File: src/rtl/traffic_light_fsm.sv
// Tick-timed traffic light controller: main/side street lamps with sensor-extended greens.
// Optional pedestrian WALK phase is built only when the TLC_WALK_EN macro is defined.
module traffic_light_fsm #(
  parameter int T_BASE = 6,
  parameter int T_EXT  = 3,
  parameter int T_YEL  = 2
) (
  input  logic       clk,
  input  logic       Reset_n,
  input  logic       Tick,
  input  logic       Sensor_Sync,
  input  logic       WR_Sync,
  input  logic       Prog_Sync,
  output logic [2:0] Main_Lights,
  output logic [2:0] Side_Lights,
  output logic       Walk_Lamp,
  output logic       Walk_Pending
);

  typedef enum logic [2:0] {
    S_MG   = 3'd0,
    S_MGX  = 3'd1,
    S_MY   = 3'd2,
    S_WALK = 3'd3,
    S_SG   = 3'd4,
    S_SGX  = 3'd5,
    S_SY   = 3'd6
  } state_t;

  localparam logic [2:0] LAMP_R = 3'b100;
  localparam logic [2:0] LAMP_Y = 3'b010;
  localparam logic [2:0] LAMP_G = 3'b001;

  // Counter reload is (duration-1); durations of 0 behave as 1, oversize values saturate at 15.
  function automatic logic [3:0] f_load(input int v);
    if (v < 1)       return 4'd0;
    else if (v > 15) return 4'd14;
    else             return 4'(v - 1);
  endfunction

  localparam logic [3:0] L_BASE = f_load(T_BASE);
  localparam logic [3:0] L_EXT  = f_load(T_EXT);
  localparam logic [3:0] L_YEL  = f_load(T_YEL);

  state_t     r_state;
  state_t     w_next;
  logic [3:0] r_cnt;
  logic [3:0] w_cnt_next;
  logic       w_expire;
  logic       w_load;
  logic       w_pend_next;
  logic [2:0] w_main;
  logic [2:0] w_side;
  logic       w_walk;
  logic       w_unused;

  assign w_unused = WR_Sync;

  // State register, dwell counter and registered outputs.
  always_ff @(posedge clk or negedge Reset_n) begin
    if (!Reset_n) begin
      r_state      <= S_MG;
      r_cnt        <= L_BASE;
      Main_Lights  <= LAMP_G;
      Side_Lights  <= LAMP_R;
      Walk_Lamp    <= 1'b0;
      Walk_Pending <= 1'b0;
    end else begin
      // NOTE: non-blocking assignments keep every register updating from pre-edge values.
      r_state      <= w_next;
      r_cnt        <= w_cnt_next;
      Main_Lights  <= w_main;
      Side_Lights  <= w_side;
      Walk_Lamp    <= w_walk;
      Walk_Pending <= w_pend_next;
    end
  end

  // Next-state, counter and walk-request logic.
  always_comb begin
    // NOTE: every output of this block gets a default first so no latch can be inferred.
    w_next      = r_state;
    w_cnt_next  = r_cnt;
    w_pend_next = 1'b0;
    w_expire    = Tick && (r_cnt == 4'd0);

    if (Prog_Sync) begin
      w_next = S_MG;
    end else begin
      case (r_state)
        S_MG:  if (w_expire) w_next = Sensor_Sync ? S_MGX : S_MY;
        S_MGX: if (w_expire) w_next = S_MY;
`ifdef TLC_WALK_EN
        S_MY:   if (w_expire) w_next = Walk_Pending ? S_WALK : S_SG;
        S_WALK: if (w_expire) w_next = S_SG;
`else
        S_MY:   if (w_expire) w_next = S_SG;
`endif
        S_SG:  if (w_expire) w_next = Sensor_Sync ? S_SGX : S_SY;
        S_SGX: if (w_expire) w_next = S_SY;
        S_SY:  if (w_expire) w_next = S_MG;
        default: w_next = S_MG;
      endcase
    end

    // No state loops to itself, so a state change always means a fresh dwell.
    w_load = Prog_Sync || (w_next != r_state);
    if (w_load) begin
      case (w_next)
        S_MGX, S_SGX, S_WALK: w_cnt_next = L_EXT;
        S_MY, S_SY:           w_cnt_next = L_YEL;
        default:              w_cnt_next = L_BASE;
      endcase
    end else if (Tick && (r_cnt != 4'd0)) begin
      w_cnt_next = r_cnt - 4'd1;
    end

`ifdef TLC_WALK_EN
    if (Prog_Sync)
      w_pend_next = 1'b0;
    else if ((w_next == S_WALK) && (r_state != S_WALK))
      w_pend_next = 1'b0;
    else if (r_state == S_WALK)
      w_pend_next = Walk_Pending;
    else
      w_pend_next = Walk_Pending | WR_Sync;
`endif
  end

  // Lamp decode of the upcoming state, so lamps switch on the same edge as the state.
  always_comb begin
    w_main = LAMP_R;
    w_side = LAMP_R;
    w_walk = 1'b0;
    case (w_next)
      S_MG, S_MGX: w_main = LAMP_G;
      S_MY:        w_main = LAMP_Y;
      S_SG, S_SGX: w_side = LAMP_G;
      S_SY:        w_side = LAMP_Y;
`ifdef TLC_WALK_EN
      S_WALK:      w_walk = 1'b1;
`endif
      default: ;
    endcase
  end

endmodule

File: config.mk
export PLATFORM = sky130hd
export DESIGN_NAME = traffic_light_fsm
export DESIGN_NICKNAME = d
export VERILOG_FILES = /design/src/rtl/traffic_light_fsm.sv
export SDC_FILE = /design/constraint.sdc
export NUM_CORES = 1
export LEC_CHECK = 0
export CAP_MARGIN = 20
export CORE_MARGIN = 3
export CORE_UTILIZATION = 53
export DETAILED_ROUTE_END_ITERATION = 10
export PLACE_DENSITY_LB_ADDON = 0.15
export SLEW_MARGIN = 20
export SYNTH_ARGS = -nofsm -noshare
export SYNTH_HDL_FRONTEND = slang
export SYNTH_SLANG_ARGS = --single-unit
File: constraint.sdc
create_clock -name clk -period 4.6 [get_ports clk]
set_clock_uncertainty 0.15 [all_clocks]
set_input_delay 0.92 -clock clk [delete_from_list [all_inputs] [get_ports clk]]
set_output_delay 0.92 -clock clk [all_outputs]
set_load 0.005 [all_outputs]
==> metrics.md <==
| Metric | Value |
|---|---|
| Required time reported for the critical path endpoint | 3.53 ns |
| Warning count from the yosys run | 0 |
| GPL Wtd Cong | 0.769 |
| Flip-flop and latch count after synthesis | 13 |
| Family of cells with the greatest summed delay on the critical path | flip-flops |
| Critical path endpoint category | primary output |
| Post-cts gate resize count | 0 |
| Total standard cell area after synthesis | 729 um2 |
| Hold/Removal Path Class | reg2reg |
| Buf/Inv on CP | 1 |
| Synth area leaders | dfrtp_1 31%, dfstp_2 14%, mux2i_1 4.1% |
| End point of the most critical hold path | Main_Lights[1] |
| Initial antenna violation count | 0 |
| Cell depth of the worst flop-to-flop path | 5 |
| Mean post-synth cell area | 10.9 um2 |
| Delay of the slowest cell on the worst path | 0.52 ns |
| Part of the cycle the worst path needs | 0.510 |
| Total wire length after detailed routing | 1.35 mm |
| Post-layout instance count excluding filler cells | 91 |
| CTS H-tree lvls | 1 |
| Cell accounting for the most synthesized area | dfrtp_1 |
| Initial Util | 0.607 |
| Synth unique cells | 37 |
| Total chip power | 0.229 mW |
| Core outline area | 0.00120 mm2 |
| Buffers inserted during post-CTS setup optimization | 0 |
| Critical Path, Cell by Cell | clkdlybuf4s50_1 |
| Minimum clock period after layout | 2.34 ns |
| Total congestion overflow | 0 |
| Number of hold-slack violations in the final timing report | 0 |
| CTS root buffer | clkbuf_4 |
| RR Startpoint | r_cnt[0] |
| Placed Instances | 87 |
| Final number of setup-violating endpoints | 0 |
| Clock buffer depth | 2 |
| Post-route DRC | 0 |
| Routed WL per cell | 14.9 um |
| Post-CTS Hold Fix Bufs | 0 |
| Worst vdd rail ir drop | 0.186 mV |
| Via count | 530 |
| Run status | finished, final reports clean |
| Count of maximum capacitance violations | 0 |
| IO Pins | 14 |
| Count of pins over their slew limit | 0 |
| Layout area overhead | 14.9% |
| Critical path launch point type | register |
| Kind of critical path | reg2out |
| Leakage power total | 0.363 nW |
| Total number of placement rows | 12 |
| Unrepaired setup endpoints after global routing | false |
| Share of post-route cells with drive strength above 1 | 0.182 |
| Antenna Cells | 0 |
| Hold depth | 1 |
| Total Die Area | 0.00186 mm2 |
| Worst skew pair latency | 0.28 ns |
| Transition time at the pin with the least slew margin | 0.594 ns |
| Total Nets Final | 86 |
| Maximum number of pins on one net before global-route repair | 14 |
| Maximum fanout encountered on the critical timing path | 1 |
| Clock slew seen by the registers of the worst setup and hold paths | 0.07 ns |
| R2R setup slack | 2.66 ns |
| Worst-case headroom to the max-slew limit | 0.603 |
| Hold path start | r_state[2] |
| FMAX | 427 MHz |
| Total clock buffers created by CTS | 3 |
| Async S/R FF share, synth | 1.00 |
| Total global-route track usage | 0.180 |
| Post-synth EDFFs | 0 |
| CTS tree | done |
| Top-area cell type share of the netlist area | 0.309 |
| TNS Setup | 0 ns |
| Endpoint of the most critical register-to-register path | Main_Lights[1] |
| Quantity of I/O buffers inserted on ports | 10 |
| Cells after Synth | 67 |
| Wire length of the first global-routing pass | 2.41 mm |
| Standard cell with the maximum stage delay on the critical path | dfstp_2 |
| Top FF cell, synth | dfrtp_1 |
| P per Cell Area | 273 mW/mm2 |
| Die extent in x | 43.1 um |
| Height of the die | 43.1 um |
| Number of vias per cell after detailed routing | 5.82 |
| Drt initial violations | 21 |
| Vias in the first global route | 516 |
| Final antenna-violating net count | 0 |
| Part of the Yosys area used for sequential elements | 0.453 |
| Arrival time of the worst setup path | 1.27 ns |
| TritonCTS Sinks | 13 |
| DRT Pass-1 Iters | 4 |
| Half-perimeter wire length of the detailed placement result | 1.01 mm |
| Worst hold margin | 0.411 ns |
[per-stage QoR]
step	cell area [um2]	worst slack, ns	utilization
6_report	838	2.26	0.698
5_1_grt	838	2.19	0.698
4_1_cts	838	2.24	0.698
3_5_place_dp	812	2.03	0.676
3_3_place_gp	812	2.06	0.676
2_1_floorplan	733	2.66	-
[state kept, by name, summed over array words and instances, names as in the netlist]
register and flops:
Main_Lights 3, r_cnt 4, r_state 3, Side_Lights 3
[report_power, final]
part / leakage (nW) / internal (mW) / total [mW] / switching, mW
clock network: 0.0150 / 0.0337 / 0.0711 / 0.0374
logic: 0.181 / 0.0160 / 0.0321 / 0.0162
registers: 0.167 / 0.121 / 0.126 / 0.00487
total: 0.363 / 0.171 / 0.229 / 0.0585
[cell type report]
type	count	area [um2]
clock buffer	4	26.3
fill	103	363
sequential	13	330
inverter	6	22.5
timing repair buffer	10	100
tap	14	17.5
multi-input combinational	44	342
[layer usage]
metal  wire, um  vias to the layer above  GRT usage
met3         77                        5     0.0254
li1           -                      261          -
met2        601                       18      0.271
met4         40                        0      0.127
met1        634                      246      0.230
met5          0                        -          0
[worst max path at each step]
stage	start	end	slack, ns	cells past startpoint
2_1_floorplan	Prog_Sync	Side_Lights[1]	2.66	3
3_3_place_gp	Tick	r_state[2]	2.06	4
6_report	Main_Lights[0]	Main_Lights[0]	2.26	1
3_5_place_dp	Tick	r_state[2]	2.03	4
4_1_cts	Main_Lights[0]	Main_Lights[0]	2.24	1
5_1_grt	Tick	r_state[2]	2.19	4
[cells by family (layout without fill, tap and decap cells)]
kind of cell             after synthesis  count (layout)  share of synthesized area
AND/OR/NAND/NOR                       18              18                      0.184
multiplexers                           3               3                     0.0412
adder cells (fa/ha/maj)                2               2                     0.0343
buffers and inverters                 11              20                     0.0840
AO/OA/AOI/OAI                         18              18                      0.187
flip-flops                            13              13                      0.453
other                                  1               2                    0.00514
XOR/XNOR                               1               1                     0.0120
[layout by cell type (no fill, tap or decap), types with 3 or more instances in the layout]
| cell | instances |
|---|---|
| clkbuf_4 | 3 |
| inv_1 | 6 |
| dfrtp_1 | 9 |
| mux2i_1 | 3 |
| nor2b_1 | 3 |
| clkdlybuf4s50_1 | 10 |
| a21oi_1 | 3 |
| dfstp_2 | 4 |
[cell usage after synthesis (2+ instances only)]
cell / count
a21oi_1: 3
nor2b_1: 3
mux2i_1: 3
dfstp_2: 4
inv_1: 6
nor2_1: 2
dfrtp_1: 9
a211o_1: 2
nand2_1: 2
buf_4: 3
o31ai_1: 2
ha_1: 2
o21ai_0: 2
(Power assumes the default switching activity.)
